## src/rtl/ram_dp_sync_if.sv

```systemverilog
// Write/read port bundle for ram_dp_sync. The parity pins exist only when
// RAM_PARITY_EN is defined.
interface ram_dp_sync_if #(
  parameter int WIDTH = 16,
  parameter int DEPTH = 4
);
  logic                 init_busy;
  logic                 wr_en;
  logic [DEPTH-1:0]     wr_addr;
  logic [WIDTH/8-1:0]   wr_be;
  logic [WIDTH-1:0]     wr_data;
  logic                 rd_en;
  logic [DEPTH-1:0]     rd_addr;
  logic [WIDTH-1:0]     rd_data;
  logic                 rd_valid;
`ifdef RAM_PARITY_EN
  logic                 rd_perr;
  logic                 wr_perr_inj;

  modport master (
    output wr_en, wr_addr, wr_be, wr_data, wr_perr_inj, rd_en, rd_addr,
    input  init_busy, rd_data, rd_valid, rd_perr
  );
  modport slave (
    input  wr_en, wr_addr, wr_be, wr_data, wr_perr_inj, rd_en, rd_addr,
    output init_busy, rd_data, rd_valid, rd_perr
  );
`else
  modport master (
    output wr_en, wr_addr, wr_be, wr_data, rd_en, rd_addr,
    input  init_busy, rd_data, rd_valid
  );
  modport slave (
    input  wr_en, wr_addr, wr_be, wr_data, rd_en, rd_addr,
    output init_busy, rd_data, rd_valid
  );
`endif
endinterface

```

## src/rtl/ram_dp_sync.sv

```systemverilog
// Simple dual-port RAM, byte-lane writes, registered write-first read, and a
// zero-fill sweep after reset. Optional per-lane even parity: RAM_PARITY_EN.
module ram_dp_sync #(
  parameter int WIDTH = 16,
  parameter int DEPTH = 4
) (
  input  logic          clk,
  input  logic          rst,
  ram_dp_sync_if.slave  bus
);
  localparam int BE_W    = WIDTH / 8;
  localparam int ENTRIES = 2 ** DEPTH;

  typedef enum logic {ST_INIT, ST_READY} state_t;

  state_t             state_reg, state_next;
  logic [DEPTH-1:0]   init_cnt_reg, init_cnt_next;
  logic               init_phase;
  logic               mem_init;
  logic               wr_fire;
  logic               rd_fire;
  logic               same_addr;
  logic [DEPTH-1:0]   mem_addr;
  logic [WIDTH-1:0]   rd_data_reg, rd_data_next;
  logic               rd_valid_reg;
`ifdef RAM_PARITY_EN
  logic [BE_W-1:0]    perr_lane;
  logic               rd_perr_reg;
`endif

  always_ff @(posedge clk) begin
    if (rst) begin
      state_reg    <= ST_INIT;
      init_cnt_reg <= '0;
    end else begin
      state_reg    <= state_next;
      init_cnt_reg <= init_cnt_next;
    end
  end

  always_comb begin
    state_next    = state_reg;
    init_cnt_next = init_cnt_reg;
    init_phase    = 1'b0;
    case (state_reg)
      ST_INIT: begin
        init_phase    = 1'b1;
        init_cnt_next = init_cnt_reg + 1'b1;
        if (init_cnt_reg == {DEPTH{1'b1}}) begin
          state_next = ST_READY;
        end
      end
      ST_READY: state_next = ST_READY;
      default:  state_next = ST_INIT;
    endcase
  end

  // The sweep borrows the write port, so user traffic is locked out meanwhile.
  assign mem_init  = init_phase && !rst;
  assign wr_fire   = (state_reg == ST_READY) && !rst && bus.wr_en;
  assign rd_fire   = (state_reg == ST_READY) && bus.rd_en;
  assign same_addr = wr_fire && rd_fire && (bus.wr_addr == bus.rd_addr);
  assign mem_addr  = mem_init ? init_cnt_reg : bus.wr_addr;

  genvar gi;
  generate
    for (gi = 0; gi < BE_W; gi++) begin : g_lane
      logic [7:0] mem_lane [ENTRIES];
      logic [7:0] wr_lane;
      logic       lane_we;
      logic       lane_fwd;
      assign wr_lane  = bus.wr_data[8*gi +: 8];
      assign lane_we  = mem_init || (wr_fire && bus.wr_be[gi]);
      assign lane_fwd = same_addr && bus.wr_be[gi];

      always_ff @(posedge clk) begin
        if (lane_we) begin
          mem_lane[mem_addr] <= mem_init ? 8'h00 : wr_lane;
        end
      end

      assign rd_data_next[8*gi +: 8] = lane_fwd ? wr_lane : mem_lane[bus.rd_addr];

`ifdef RAM_PARITY_EN
      logic par_lane [ENTRIES];
      logic wr_par;
      logic rd_par;
      assign wr_par = mem_init ? 1'b0 : (^wr_lane ^ bus.wr_perr_inj);

      always_ff @(posedge clk) begin
        if (lane_we) begin
          par_lane[mem_addr] <= wr_par;
        end
      end

      assign rd_par        = lane_fwd ? wr_par : par_lane[bus.rd_addr];
      assign perr_lane[gi] = rd_par ^ (^rd_data_next[8*gi +: 8]);
`endif
    end
  endgenerate

  // Reset wins over a read issued the same cycle, dropping it.
  always_ff @(posedge clk) begin
    if (rst) begin
      rd_valid_reg <= 1'b0;
      rd_data_reg  <= '0;
`ifdef RAM_PARITY_EN
      rd_perr_reg  <= 1'b0;
`endif
    end else begin
      rd_valid_reg <= rd_fire;
      if (rd_fire) begin
        rd_data_reg <= rd_data_next;
      end
`ifdef RAM_PARITY_EN
      rd_perr_reg  <= rd_fire && (|perr_lane);
`endif
    end
  end

  assign bus.init_busy = (state_reg == ST_INIT);
  assign bus.rd_data   = rd_data_reg;
  assign bus.rd_valid  = rd_valid_reg;
`ifdef RAM_PARITY_EN
  assign bus.rd_perr   = rd_perr_reg;
`endif
endmodule

```

## src/flat_wrapper.sv

```systemverilog
// flat-port wrapper written by rule: the top's interface ports become plain ports
module ram_dp_sync_flat 
#(
  parameter int WIDTH = 16,
  parameter int DEPTH = 4
)
  (clk, rst, bus_wr_en, bus_wr_addr, bus_wr_be, bus_wr_data, bus_rd_en, bus_rd_addr, bus_init_busy, bus_rd_data, bus_rd_valid);
  ram_dp_sync_if #(.WIDTH(WIDTH), .DEPTH(DEPTH)) bus_i ();
  input  logic clk;
  input  logic rst;
  input wire logic [$bits(bus_i.wr_en)-1:0] bus_wr_en;
  input wire logic [$bits(bus_i.wr_addr)-1:0] bus_wr_addr;
  input wire logic [$bits(bus_i.wr_be)-1:0] bus_wr_be;
  input wire logic [$bits(bus_i.wr_data)-1:0] bus_wr_data;
  input wire logic [$bits(bus_i.rd_en)-1:0] bus_rd_en;
  input wire logic [$bits(bus_i.rd_addr)-1:0] bus_rd_addr;
  output wire logic [$bits(bus_i.init_busy)-1:0] bus_init_busy;
  output wire logic [$bits(bus_i.rd_data)-1:0] bus_rd_data;
  output wire logic [$bits(bus_i.rd_valid)-1:0] bus_rd_valid;
  assign bus_i.wr_en = bus_wr_en;
  assign bus_i.wr_addr = bus_wr_addr;
  assign bus_i.wr_be = bus_wr_be;
  assign bus_i.wr_data = bus_wr_data;
  assign bus_i.rd_en = bus_rd_en;
  assign bus_i.rd_addr = bus_rd_addr;
  assign bus_init_busy = bus_i.init_busy;
  assign bus_rd_data = bus_i.rd_data;
  assign bus_rd_valid = bus_i.rd_valid;
  ram_dp_sync #(.WIDTH(WIDTH), .DEPTH(DEPTH)) u_core (.clk(clk), .rst(rst), .bus(bus_i));
endmodule
```

## config.mk

```make
export PLATFORM = sky130hd
export DESIGN_NAME = ram_dp_sync_flat
export DESIGN_NICKNAME = d
export VERILOG_FILES = /design/src/rtl/ram_dp_sync_if.sv /design/src/rtl/ram_dp_sync.sv /design/src/flat_wrapper.sv
export SDC_FILE = /design/constraint.sdc
export NUM_CORES = 1
export LEC_CHECK = 0
export CORE_MARGIN = 4
export CORE_UTILIZATION = 50
export CTS_CLUSTER_DIAMETER = 80
export CTS_CLUSTER_SIZE = 14
export DETAILED_ROUTE_END_ITERATION = 8
export PLACE_DENSITY = 0.66
export RECOVER_POWER = 100
export SYNTH_ARGS = -nofsm -noshare
export SYNTH_HDL_FRONTEND = slang
export SYNTH_SLANG_ARGS = --single-unit
```

## constraint.sdc

```tcl
create_clock -name clk -period 2.8 [get_ports clk]
set_clock_uncertainty 0.05 [all_clocks]
set_input_delay 0.56 -clock clk [delete_from_list [all_inputs] [get_ports clk]]
set_output_delay 0.56 -clock clk [all_outputs]
set_load 0.02 [all_outputs]
```

# --- Yosys cells after proc, flatten, opt, wreduce, memory -nomap -nowiden ---
# Memory sizes are Yosys's and may differ from the RTL's. A register that Yosys moved wholly into a read port is not among the register bits.
# Cells that the tools add are included.
word_totals:
  ff_bits: 6
  latchBits: 0
  ramBits: 256
  mem_bits_ro: 0
  input_bits: 30
  mem_count: 2
op_classes:
  addsub: 1
  n_mul: 0
  div_mod_pow: 0
  order_cmp: 0
  n_eq_ne: 1
  shifts: 0
  muxes: 10
  bitwise: 1
  n_reduce_logical: 9
mem_list:
  columns: ["name", "words", "word_bits", "read_ports", "rd_clocked_by_memory_dff", "wr", "line_no", "source"]
  rows:
  - ["u_core.g_lane[0].mem_lane", 16, 8, 1, 1, 1, "ram_dp_sync.sv:68", "logic [7:0] mem_lane [ENTRIES];"]
  - ["u_core.g_lane[1].mem_lane", 16, 8, 1, 1, 1, "ram_dp_sync.sv:68", null]
op_table:
  columns: ["op", "count"]
  rows:
  - ["8-bit two-way mux", 2]
  - ["1-bit logical AND", 6]
  - ["1-bit two-way mux", 6]
  - ["4-bit by 1-bit adder with 4-bit output (second input constant)", 1]
  - ["4-bit equality test (second input constant)", 1]
  - ["4-bit two-way mux", 1]
  - ["1-bit logical OR", 2]
  - ["1-bit case mux with 2 select lines", 1]
  - ["1-bit logical NOT", 1]
  - ["1-bit inverter", 1]

# --- Depth between registers and ports, before layout ---
# Gate-level depths: netlist (run 1).
depth:
  depth_word: 7
  ltp_mapped: 8

# --- Worst setup path before layout (run 1) ---
# OpenSTA, ideal clock, no wires.
synth_path:
  path_type: "input to register"
  startpoint: "input rst"
  endpoint: "memory u_core.g_lane[0].mem_lane[13][0] (enable)"
  setup_time_ns: 0.370
  arrival_time_ns: 1.965
  path_slack_ns: 0.415
  stages: 7
  n_path_buf: 3
  path_cell_list: "buf_6 or2_1 buf_4 clkbuf_1 o21ai_0 nand2_1 nor2_1"
synth_between:
  elab_chain_len: 7
synth_lines:
  columns: ["item", "line_no", "source"]
  rows:
  - ["from (decl)", "flat_wrapper.sv:10", "input logic rst;"]
  - ["1-bit logical NOT (*)", "ram_dp_sync.sv:59, ram_dp_sync.sv:60", null]
  - ["1-bit logical AND (2 in a row)", "ram_dp_sync.sv:60", "assign wr_fire = (state_reg == ST_READY) && !rst && bus.wr_en;"]
  - ["1-bit logical AND", "ram_dp_sync.sv:73", "assign lane_we = mem_init || (wr_fire && bus.wr_be[gi]);"]
  - ["1-bit logical OR", "ram_dp_sync.sv:73", null]
  - ["1-bit two-way mux", "ram_dp_sync.sv:77", "if (lane_we) begin"]
  - ["1-bit two-way mux", "ram_dp_sync.sv:78", "mem_lane[mem_addr] <= mem_init ? 8'h00 : wr_lane;"]
  - ["to (decl)", "ram_dp_sync.sv:68", null]
# Every way passes the cells marked *; elsewhere a longest branch is shown, timed or not.

# --- Final worst setup path (run 1) ---
layout_path:
  startpoint: "register u_core.state_reg"
  endpoint: "memory u_core.g_lane[1].mem_lane[1][4] (enable)"
layout_between:
  elab_chain_len: 6
layout_lines:
  columns: ["item", "line_no", "source"]
  rows:
  - ["from (decl)", "ram_dp_sync.sv:16", "state_t state_reg, state_next;"]
  - ["from (signal assigned)", "ram_dp_sync.sv:36", "state_reg <= state_next;"]
  - ["1-bit logical AND (2 in a row)", "ram_dp_sync.sv:60", null]
  - ["1-bit logical AND", "ram_dp_sync.sv:73", null]
  - ["1-bit logical OR", "ram_dp_sync.sv:73", null]
  - ["1-bit two-way mux", "ram_dp_sync.sv:77", null]
  - ["1-bit two-way mux", "ram_dp_sync.sv:78", null]
  - ["to (decl)", "ram_dp_sync.sv:68", null]
# Parallel ways exist; a longest one is shown, timed or not.

==> run_results.csv, run 1 <==
group,metric,value,unit
die,die_w,157.9,um
outcome,status,"completed",
synth,yosysSeqAreaShare,72.33,%
place,place_area,0.01242,sq mm
sta,worst_slew_pin_slew,1202,ps
final_layout,fin_util,59.14,%
clock_tree,clk_path_buf_depth,3,
sta,min_period_over_period,92.89,%
synth,synthTopCellsByArea,"edfxtp_1, mux4_2, dfxtp_1",
synth,ys_seq_elements,278,
hold_path,hold_start,"u_core.bus.rd_data[2]",
hold_path,holdPathStages,2,
final_layout,nFillCells,1585,
critical_path,path_class,"flip-flop to flip-flop",
final_layout,layout_commonest_cell,"edfxtp_1",
synth,post_synth.cell_area_avg,17.45,sq um
job,cap_viol_max_count,0,
global_route,grt_pass1_wl,37.72,mm
clock_tree,insertion_delay,510,ps
clock_tree,cts_resized,0,
power,p_total,8.111,mW
synth,syn_inst,644,
sta,hold_slack,430.2,ps
routing,viasPerCell,5.890,
sta,slew-limit-headroom,19.49,%
place,dp_hpwl,16.57,mm
hold_path,min_path_type,"flip-flop to flip-flop",
final_layout,fin_nets,781,
critical_path,critPathRequiredTime,2980,ps
routing,drc,0,
die,coreArea,0.02196,sq mm
die,die_height,157.9,um
critical_path,worst_setup_path_end_kind,"flip-flop",
synth,synth_edf_count,256,
clock_tree,clock-sinks,278,
global_route,grt_pass1_vias,6325,
clock_tree,cts-root-buf,"clkbuf_16",
synth,synth_cell_type_count,44,
synth,synth_warnings,0,
die,row_count,54,
sta,fin_tns_setup,0,ps
place,dp_cells,1005,
sta,max_freq,384.5,MHz
final_layout,multi_input_area,0.002813,sq mm
synth,async_flop_share,0,%
final_layout,area_growth,15.57,%
routing,wirelength,24.54,mm
sta,setup-violations-final,0,
place,gp_congestion,0.9280,
synth,syn-num-nets,675,
hold_path,hold_path_end,"u_core.bus.rd_data[2]",
die,io_pins,48,
power,irDropWorstVdd,0.0003887,V
critical_path,arrival,2780,ps
sta,fin_ws,199.0,ps
routing,vias,6161,
final_layout,largest_reg_flops,256,
power,leakage,4.496,nW
power,power_density,624.6,mW/mm^2
synth,netlist_area,0.01124,sq mm
sta,rsz0062_at_grt,"no",
critical_path,r2r_cells,5,
clock_tree,cts.clk_slew.worst_paths,70,ps
place,place_ws,-202.1,ps
critical_path,timing.rr.start,"u_core.state_reg",
critical_path,worst-path-max-fanout,14,
final_layout,final_cells,1046,
clock_tree,postCtsHoldBufs,0,
clock_tree,cts_setup_buffers,0,
global_route,antenna_found_initial,0,
place,io_buffers,47,
global_route,grt-ovfl-total,0,
routing,wire_per_inst,23.46,um
routing,drt_iter0_drc,631,
global_route,grt_max_degree,23,
final_layout,fin_area,0.01299,sq mm
sta,period_needed,2601,ps
synth,synth_top_area_share,68.41,%
final_layout,antenna-diode-count,0,
routing,ant_nets,0,
clock_tree,h-tree-depth,1,
die,dieArea,0.02494,sq mm
final_layout,layout-drive-gt1-share,21.15,%
sta,slew_violations,0,
final_layout,final_cell_mix,"edfxtp_1, nand2_1, mux4_2",
critical_path,startpoint_type,"flip-flop",
die,start_util,51.17,%
critical_path,r2r-end,"u_core.g_lane[1].mem_lane[1][4]",
routing,firstDrtPassIters,5,
final_layout,seq_area,0.008128,sq mm
clock_tree,cts_tree,"built",
global_route,grt_usage,20.22,%
synth,synth_ff_type,"edfxtp_1",
sta,hold_viol,0,
synth,yosys.area.top_type,"edfxtp_1",
clock_tree,cts_made_buffers,23,
critical_path,ff2ff_setup_slack,200,ps
==> worst max-delay path: stages (launching register included) <==
cell,delay (ps)
dfxtp_1,670
nor2_2,180
buf_12,170
a31oi_1,880
nor2_1,120
clkbuf_2,250
==> cell type report <==
type	instances	share of cell area, %
Timing Repair Buffer	112	7.274
Clock buffer	41	5.029
Tap cell	280	2.698
Multi-Input combinational cell	309	21.66
Inverter	26	0.7515
Sequential cell	278	62.59
==> cells by family (layout without fill, tap and decap cells) <==
logic type,count (synthesis),count (layout),share of synthesized area (%)
adder cells (fa/ha/maj),1,1,0.1113
buffers and inverters,57,179,2.561
multiplexers,69,69,13.87
XOR/XNOR,3,3,0.2339
flip-flops,278,278,72.33
AND/OR/NAND/NOR,176,176,7.060
AO/OA/AOI/OAI,60,60,3.830
==> power breakdown <==
part           internal [mW]  switching, mW  total [mW]
registers               4.60         0.0237        4.62
logic                  0.236          0.336       0.571
clock network           1.57           1.35        2.92
total                   6.40           1.71        8.11
==> layer usage <==
layer	track usage (%)	vias to the layer above	wire length (um)
met5	0	-	0
met4	4.465	0	381
met3	3.034	31	1916
met2	30.89	257	11360
met1	31.36	3139	10890
li1	-	2734	-
==> worst max path at each step <==
stage | from | endpoint | slack [ps] | cells past startpoint
after CTS | u_core.state_reg | u_core.g_lane[1].mem_lane[6][6] | 240 | 5
after floorplan | rst | u_core.g_lane[0].mem_lane[13][0] | 410 | 7
final | u_core.state_reg | u_core.g_lane[1].mem_lane[1][4] | 200 | 5
after detailed placement | rst | u_core.g_lane[1].mem_lane[6][5] | -200 | 6
after global placement | rst | u_core.g_lane[0].mem_lane[5][3] | -140 | 6
after global routing | u_core.state_reg | u_core.bus.rd_data[10] | 80 | 5
==> Yosys cell counts (3+ instances only) <==
library cell and count:
a21oi_1 30, a31oi_1 8, buf_1 4, buf_2 8
buf_4 5, buf_6 6, clkbuf_1 8, clkinv_1 3
dfxtp_1 22, edfxtp_1 256, inv_1 22, mux4_1 7
mux4_2 60, nand2_1 111, nand2b_1 5, nand3b_1 4
nor2_1 37, o221ai_1 11, o221ai_2 5
Power figures use the tool's default switching activity.
==> run 2: changes to the inputs <==
--- a/config.mk
+++ b/config.mk
@@ -5,12 +5,13 @@
 export SDC_FILE = /design/constraint.sdc
 export NUM_CORES = 1
 export LEC_CHECK = 0
+export ABC_AREA = 1
 export CORE_MARGIN = 4
-export CORE_UTILIZATION = 50
+export CORE_UTILIZATION = 30
 export CTS_CLUSTER_DIAMETER = 80
 export CTS_CLUSTER_SIZE = 14
 export DETAILED_ROUTE_END_ITERATION = 8
-export PLACE_DENSITY = 0.66
+export PLACE_DENSITY = 0.43
 export RECOVER_POWER = 100
 export SYNTH_ARGS = -nofsm -noshare
 export SYNTH_HDL_FRONTEND = slang
==> run_results.csv, run 2 <==
group,metric,value,unit
synth,synth_edf_count,256,
power,p_total,8.395,mW
critical_path,worst-path-max-fanout,8,
routing,vias,8276,
synth,post_synth.cell_area_avg,10.13,sq um
synth,netlist_area,0.01218,sq mm
sta,max_freq,399.1,MHz
final_layout,nFillCells,4066,
place,io_buffers,47,
global_route,gr-usage-met2,25.76,%
critical_path,r2r-end,"u_core.g_lane[1].mem_lane[5][3]",
global_route,grt-ovfl-total,0,
critical_path,arrival,2620,ps
final_layout,fin_util,35.38,%
clock_tree,cts_resized,0,
synth,syn-num-nets,1233,
die,io_pins,48,
global_route,grt_max_degree,91,
critical_path,critPathRequiredTime,2910,ps
clock_tree,cts.clk_slew.worst_paths,70,ps
place,dp_hpwl,22.08,mm
sta,setup-violations-final,0,
synth,synth_warnings,0,
sta,period_needed,2505,ps
sta,hold_viol,0,
clock_tree,cts_made_buffers,23,
global_route,grt_util_met3,1.854,%
final_layout,layout_commonest_cell,"nand2_1",
global_route,grt_pass1_vias,8484,
clock_tree,cts_tree,"built",
clock_tree,postCtsHoldBufs,0,
synth,async_flop_share,0,%
synth,ys_seq_elements,278,
die,die_w,209.5,um
synth,yosysMostFrequentCell,"nand2_1",
place,gp_congestion,0.8132,
routing,ant_nets,0,
routing,wirelength,33.63,mm
power,leakage,5.565,nW
critical_path,crit_start,"rst",
global_route,grt_util_met1,21.03,%
clock_tree,insertion_delay,530,ps
power,irDropWorstVdd,0.0004982,V
final_layout,area_growth,15.94,%
routing,drc,0,
sta,min_period_over_period,89.48,%
critical_path,path_class,"input port to flip-flop",
sta,fin_tns_setup,0,ps
clock_tree,clock-sinks,278,
synth,synth_commonest_cells,"nand2_1, edfxtp_1, nand3_1, nor2_1, inv_1",
global_route,grt_busiest_layer,"met2",
final_layout,largest_reg_flops,256,
die,row_count,73,
die,start_util,30.52,%
routing,wire_per_inst,18.49,um
clock_tree,h-tree-depth,1,
sta,worst_slew_pin_slew,985.1,ps
global_route,grt_usage,15.19,%
final_layout,multi_input_area,0.003393,sq mm
critical_path,ff2ff_setup_slack,350,ps
critical_path,startpoint_type,"input port",
critical_path,timing.rr.start,"u_core.state_reg",
final_layout,seq_area,0.008128,sq mm
final_layout,fin_nets,1309,
critical_path,r2r_cells,9,
global_route,antenna_found_initial,0,
die,die_height,209.5,um
synth,synth_cell_type_count,30,
global_route,grt_pass1_wl,51.83,mm
place,place_area,0.01362,sq mm
routing,viasPerCell,4.550,
hold_path,hold_path_end,"u_core.bus.rd_data[9]",
critical_path,worst_setup_path_end_kind,"flip-flop",
clock_tree,cts_setup_buffers,0,
sta,slew_violations,0,
sta,slew-limit-headroom,34.33,%
place,dp_cells,1778,
final_layout,final_cells,1819,
routing,drt_iter0_drc,572,
power,power_density,594.4,mW/mm^2
job,cap_viol_max_count,0,
synth,yosys.area.top_type,"edfxtp_1",
final_layout,antenna-diode-count,0,
die,coreArea,0.03991,sq mm
synth,synthTopCellsByArea,"edfxtp_1, nand2_1, nand3_1",
synth,synth_top_area_share,63.11,%
synth,syn_inst,1202,
hold_path,hold_start,"u_core.bus.rd_data[9]",
final_layout,final_cell_mix,"nand2_1, edfxtp_1, nor2_1",
die,dieArea,0.04389,sq mm
synth,synth_ff_type,"edfxtp_1",
outcome,status,"completed",
final_layout,fin_area,0.01412,sq mm
synth,yosysSeqAreaShare,66.73,%
routing,firstDrtPassIters,5,
hold_path,min_path_type,"flip-flop to flip-flop",
clock_tree,cts-root-buf,"clkbuf_16",
hold_path,holdPathStages,2,
sta,rsz0062_at_grt,"no",
clock_tree,clk_path_buf_depth,3,
final_layout,layout-drive-gt1-share,10.51,%
-- run 2: cell types whose count changed after synthesis, moves of 8 or more --
| cell | delta |
|---|---|
| nand3_1 | +121 |
| nand2_1 | +271 |
| nand4_1 | +15 |
| clkbuf_1 | +14 |
| nor2_1 | +86 |
| inv_1 | +64 |
| a21oi_1 | -12 |
| o21ai_0 | +26 |
| a31oi_1 | -8 |
| mux4_2 | -60 |
| o211ai_1 | +11 |
| or2_2 | +44 |
| buf_2 | +21 |
| o221ai_1 | -11 |
-- run 2: kinds of logic (layout without fill, tap and decap cells) --
| family | after synthesis | count (layout) | share of synthesized area [%] |
|---|---|---|---|
| and+or+nand+nor | 704 | 704 | 24.97 |
| DFF | 278 | 278 | 66.73 |
| buffers and inverters | 154 | 246 | 5.208 |
| AOI/OAI and AO/OA | 65 | 65 | 2.989 |
| adders and majority gates | 1 | 1 | 0.1027 |
-- run 2: layout make-up --
type	count	share of cell area, %
Sequential cell	278	57.55
Multi-Input combinational cell	770	24.03
Timing Repair Buffer	114	6.707
Tap cell	525	4.651
Clock buffer	41	4.625
Inverter	91	2.436
-- run 2: critical path, cell delays in order --
cell	delay [ps]
clkdlybuf4s50_1	490
nor2_1	330
nand2_1	140
nand2_1	160
inv_1	80
nor2_1	190
nand2_1	110
nor2_1	100
clkbuf_1	440
-- run 2: worst max-delay path by stage --
stage                     slack, ps                          endpoint  depth (start not counted)
after global placement          100   u_core.g_lane[0].mem_lane[8][1]                          8
after floorplan                 510  u_core.g_lane[0].mem_lane[10][0]                          6
final                           290   u_core.g_lane[1].mem_lane[5][3]                          9
after global routing            150   u_core.g_lane[1].mem_lane[5][3]                          9
after detailed placement         70  u_core.g_lane[1].mem_lane[13][2]                          9
after CTS                       340                     bus_init_busy                          2
-- run 2: through the flow --
stage	setup WS [ps]	hold slack, ps
6_report	294.5	412.4
5_1_grt	150.6	437.9
4_1_cts	341.2	420.8
3_5_place_dp	68.42	409.8
3_3_place_gp	96.54	406.3
2_1_floorplan	505.1	414.8
-- run 2: layer usage --
metal | vias up | share of wire (%)
met5 | - | 0
met4 | 0 | 2.2
met3 | 46 | 2.4
met2 | 114 | 48
met1 | 3970 | 47
li1 | 4146 | -
-- run 2: power breakdown --
group	switching [mW]	total [mW]	leakage, nW	internal [mW]
logic	0.528	0.755	2.73	0.227
clock network	1.45	3.02	0.311	1.57
registers	0.0161	4.62	2.53	4.60
==> run 3: changes to the inputs <==
--- a/config.mk
+++ b/config.mk
@@ -6,7 +6,7 @@
 export NUM_CORES = 1
 export LEC_CHECK = 0
 export ABC_AREA = 1
-export CORE_MARGIN = 4
+export CORE_MARGIN = 2
 export CORE_UTILIZATION = 30
 export CTS_CLUSTER_DIAMETER = 80
 export CTS_CLUSTER_SIZE = 14
==> run_results.csv, run 3 (synthesized netlist as in run 2, its figures left out) <==
group,metric,value,unit
power,p_total,8.424,mW
routing,wl_met2,16.59,mm
die,die_height,205.5,um
critical_path,worst-path-max-fanout,8,
routing,met3_wirelength,1.060,mm
power,power_density,594.8,mW/mm^2
power,leakage,5.599,nW
sta,period_needed,2542,ps
global_route,grt_max_degree,81,
sta,fin_tns_setup,0,ps
clock_tree,insertion_delay,530,ps
critical_path,r2r-end,"u_core.g_lane[0].mem_lane[5][6]",
hold_path,hold_path_end,"u_core.bus.rd_data[9]",
sta,setup-violations-final,0,
die,dieArea,0.04223,sq mm
critical_path,ff2ff_setup_slack,470,ps
final_layout,layout_commonest_cell,"nand2_1",
routing,routed.top_layer,"met4",
critical_path,cpPeakStageDelay,640,ps
routing,drt_iter0_drc,501,
die,die_w,205.5,um
die,row_count,73,
global_route,grt_pass1_wl,51.55,mm
routing,drt-met1-wl,15.02,mm
global_route,antenna_found_initial,0,
global_route,grt_pass1_vias,8510,
sta,slew_violations,0,
clock_tree,h-tree-depth,1,
clock_tree,cts_tree,"built",
hold_path,hold_start,"u_core.bus.rd_data[9]",
clock_tree,clk_path_buf_depth,3,
final_layout,fin_nets,1301,
final_layout,seq_area,0.008128,sq mm
final_layout,antenna-diode-count,0,
job,cap_viol_max_count,0,
critical_path,path_class,"input port to flip-flop",
routing,wirelength,33.31,mm
final_layout,largest_reg_flops,256,
routing,drc,0,
critical_path,arrival,2700,ps
critical_path,worst_setup_path_end_kind,"flip-flop",
clock_tree,cts.clk_slew.worst_paths,70,ps
sta,worst_slew_pin_slew,794.1,ps
routing,viasPerCell,4.554,
critical_path,timing.rr.start,"u_core.state_reg",
global_route,grt-ovfl-total,0,
clock_tree,cts_setup_buffers,0,
outcome,status,"completed",
critical_path,r2r_cells,7,
power,irDropWorstVdd,0.0004822,V
clock_tree,clock-sinks,278,
critical_path,startpoint_type,"input port",
clock_tree,cts_made_buffers,23,
clock_tree,cts-root-buf,"clkbuf_16",
die,start_util,30.52,%
place,io_buffers,47,
final_layout,fin_util,35.48,%
final_layout,layout-drive-gt1-share,11.20,%
final_layout,final_cells,1811,
hold_path,holdPathStages,2,
critical_path,cp_cell_sequence,"dlygate4sd3_1, nor2_1, nand2_1, nand2_1, inv_1, nor2_1, nand2_1, nor2_1, clkbuf_2",
sta,rsz0062_at_grt,"no",
final_layout,area_growth,16.27,%
hold_path,min_path_type,"flip-flop to flip-flop",
clock_tree,postCtsHoldBufs,0,
critical_path,crit_buf_inv,3,
routing,firstDrtPassIters,5,
final_layout,final_cell_mix,"nand2_1, edfxtp_1, nor2_1",
clock_tree,cts_resized,0,
final_layout,nFillCells,4115,
routing,ant_nets,0,
final_layout,multi_input_area,0.003416,sq mm
die,io_pins,48,
critical_path,crit_family,"simple AND/OR/NAND/NOR gates",
global_route,grt_usage,16.30,%
sta,max_freq,393.3,MHz
place,gp_congestion,0.7985,
critical_path,critPathRequiredTime,2960,ps
sta,hold_slack,413.1,ps
routing,wire_per_inst,18.39,um
die,coreArea,0.03991,sq mm
place,dp_hpwl,21.49,mm
place,dp_cells,1770,
routing,vias,8247,
critical_path,slowest_stage,"dlygate4sd3_1",
sta,slew-limit-headroom,47.06,%
sta,min_period_over_period,90.80,%
sta,hold_viol,0,
run 3: cell count changes in the layout (fill, tap and decap cells not counted), sizes merged:
| cell | previous run | this run |
|---|---|---|
| clkbuf | 78 | 59 |
| clkdlybuf4s50 | 28 | 27 |
| dlygate4sd3 | 18 | 19 |
| buf | 31 | 42 |
run 3: how the worst max path moves through the flow:
stage / start / end / slack [ps] / cells after the start
6_report: rst / u_core.g_lane[1].mem_lane[12][6] / 260 / 9
5_1_grt: rst / u_core.g_lane[1].mem_lane[12][4] / 130 / 9
4_1_cts: u_core.state_reg / bus_init_busy / 340 / 2
3_5_place_dp: rst / u_core.g_lane[1].mem_lane[14][4] / 10 / 9
3_3_place_gp: rst / u_core.g_lane[0].mem_lane[15][7] / 30 / 9
2_1_floorplan: rst / u_core.g_lane[0].mem_lane[10][0] / 510 / 6
run 3: cell type report:
cell class,count,share of cell area (%)
Timing Repair Buffer,106,6.812
Tap cell,525,4.638
Clock buffer,41,4.612
Multi-Input combinational cell,770,24.12
Inverter,91,2.430
Sequential cell,278,57.39
run 3: per-stage QoR:
step / cell area (sq um) / setup WS (ps)
2_1_floorplan: 12180 / 505.1
3_3_place_gp: 13560 / 32.81
3_5_place_dp: 13560 / 11.26
4_1_cts: 14210 / 340.5
5_1_grt: 14160 / 130.1
6_report: 14160 / 257.6
run 3: metal layers:
layer  vias up  track usage (%)
li1       4126                -
met1      3963            21.44
met2       117            28.64
met3        41            2.138
met4         0            3.417
met5         -                0
run 3: power breakdown:
group,switching (mW),internal (mW)
Clock,1.47,1.57
Sequential,0.0158,4.60
Combinational,0.529,0.232
Total,2.02,6.41
run 3: worst reg2reg max path: stages, from the launching register on:
cell and delay [ps]:
dfxtp_1 510, clkinv_2 180, nand2_4 110, clkbuf_2 350, o21ai_2 110, inv_1 380, nor2_1 100, clkbuf_2 250
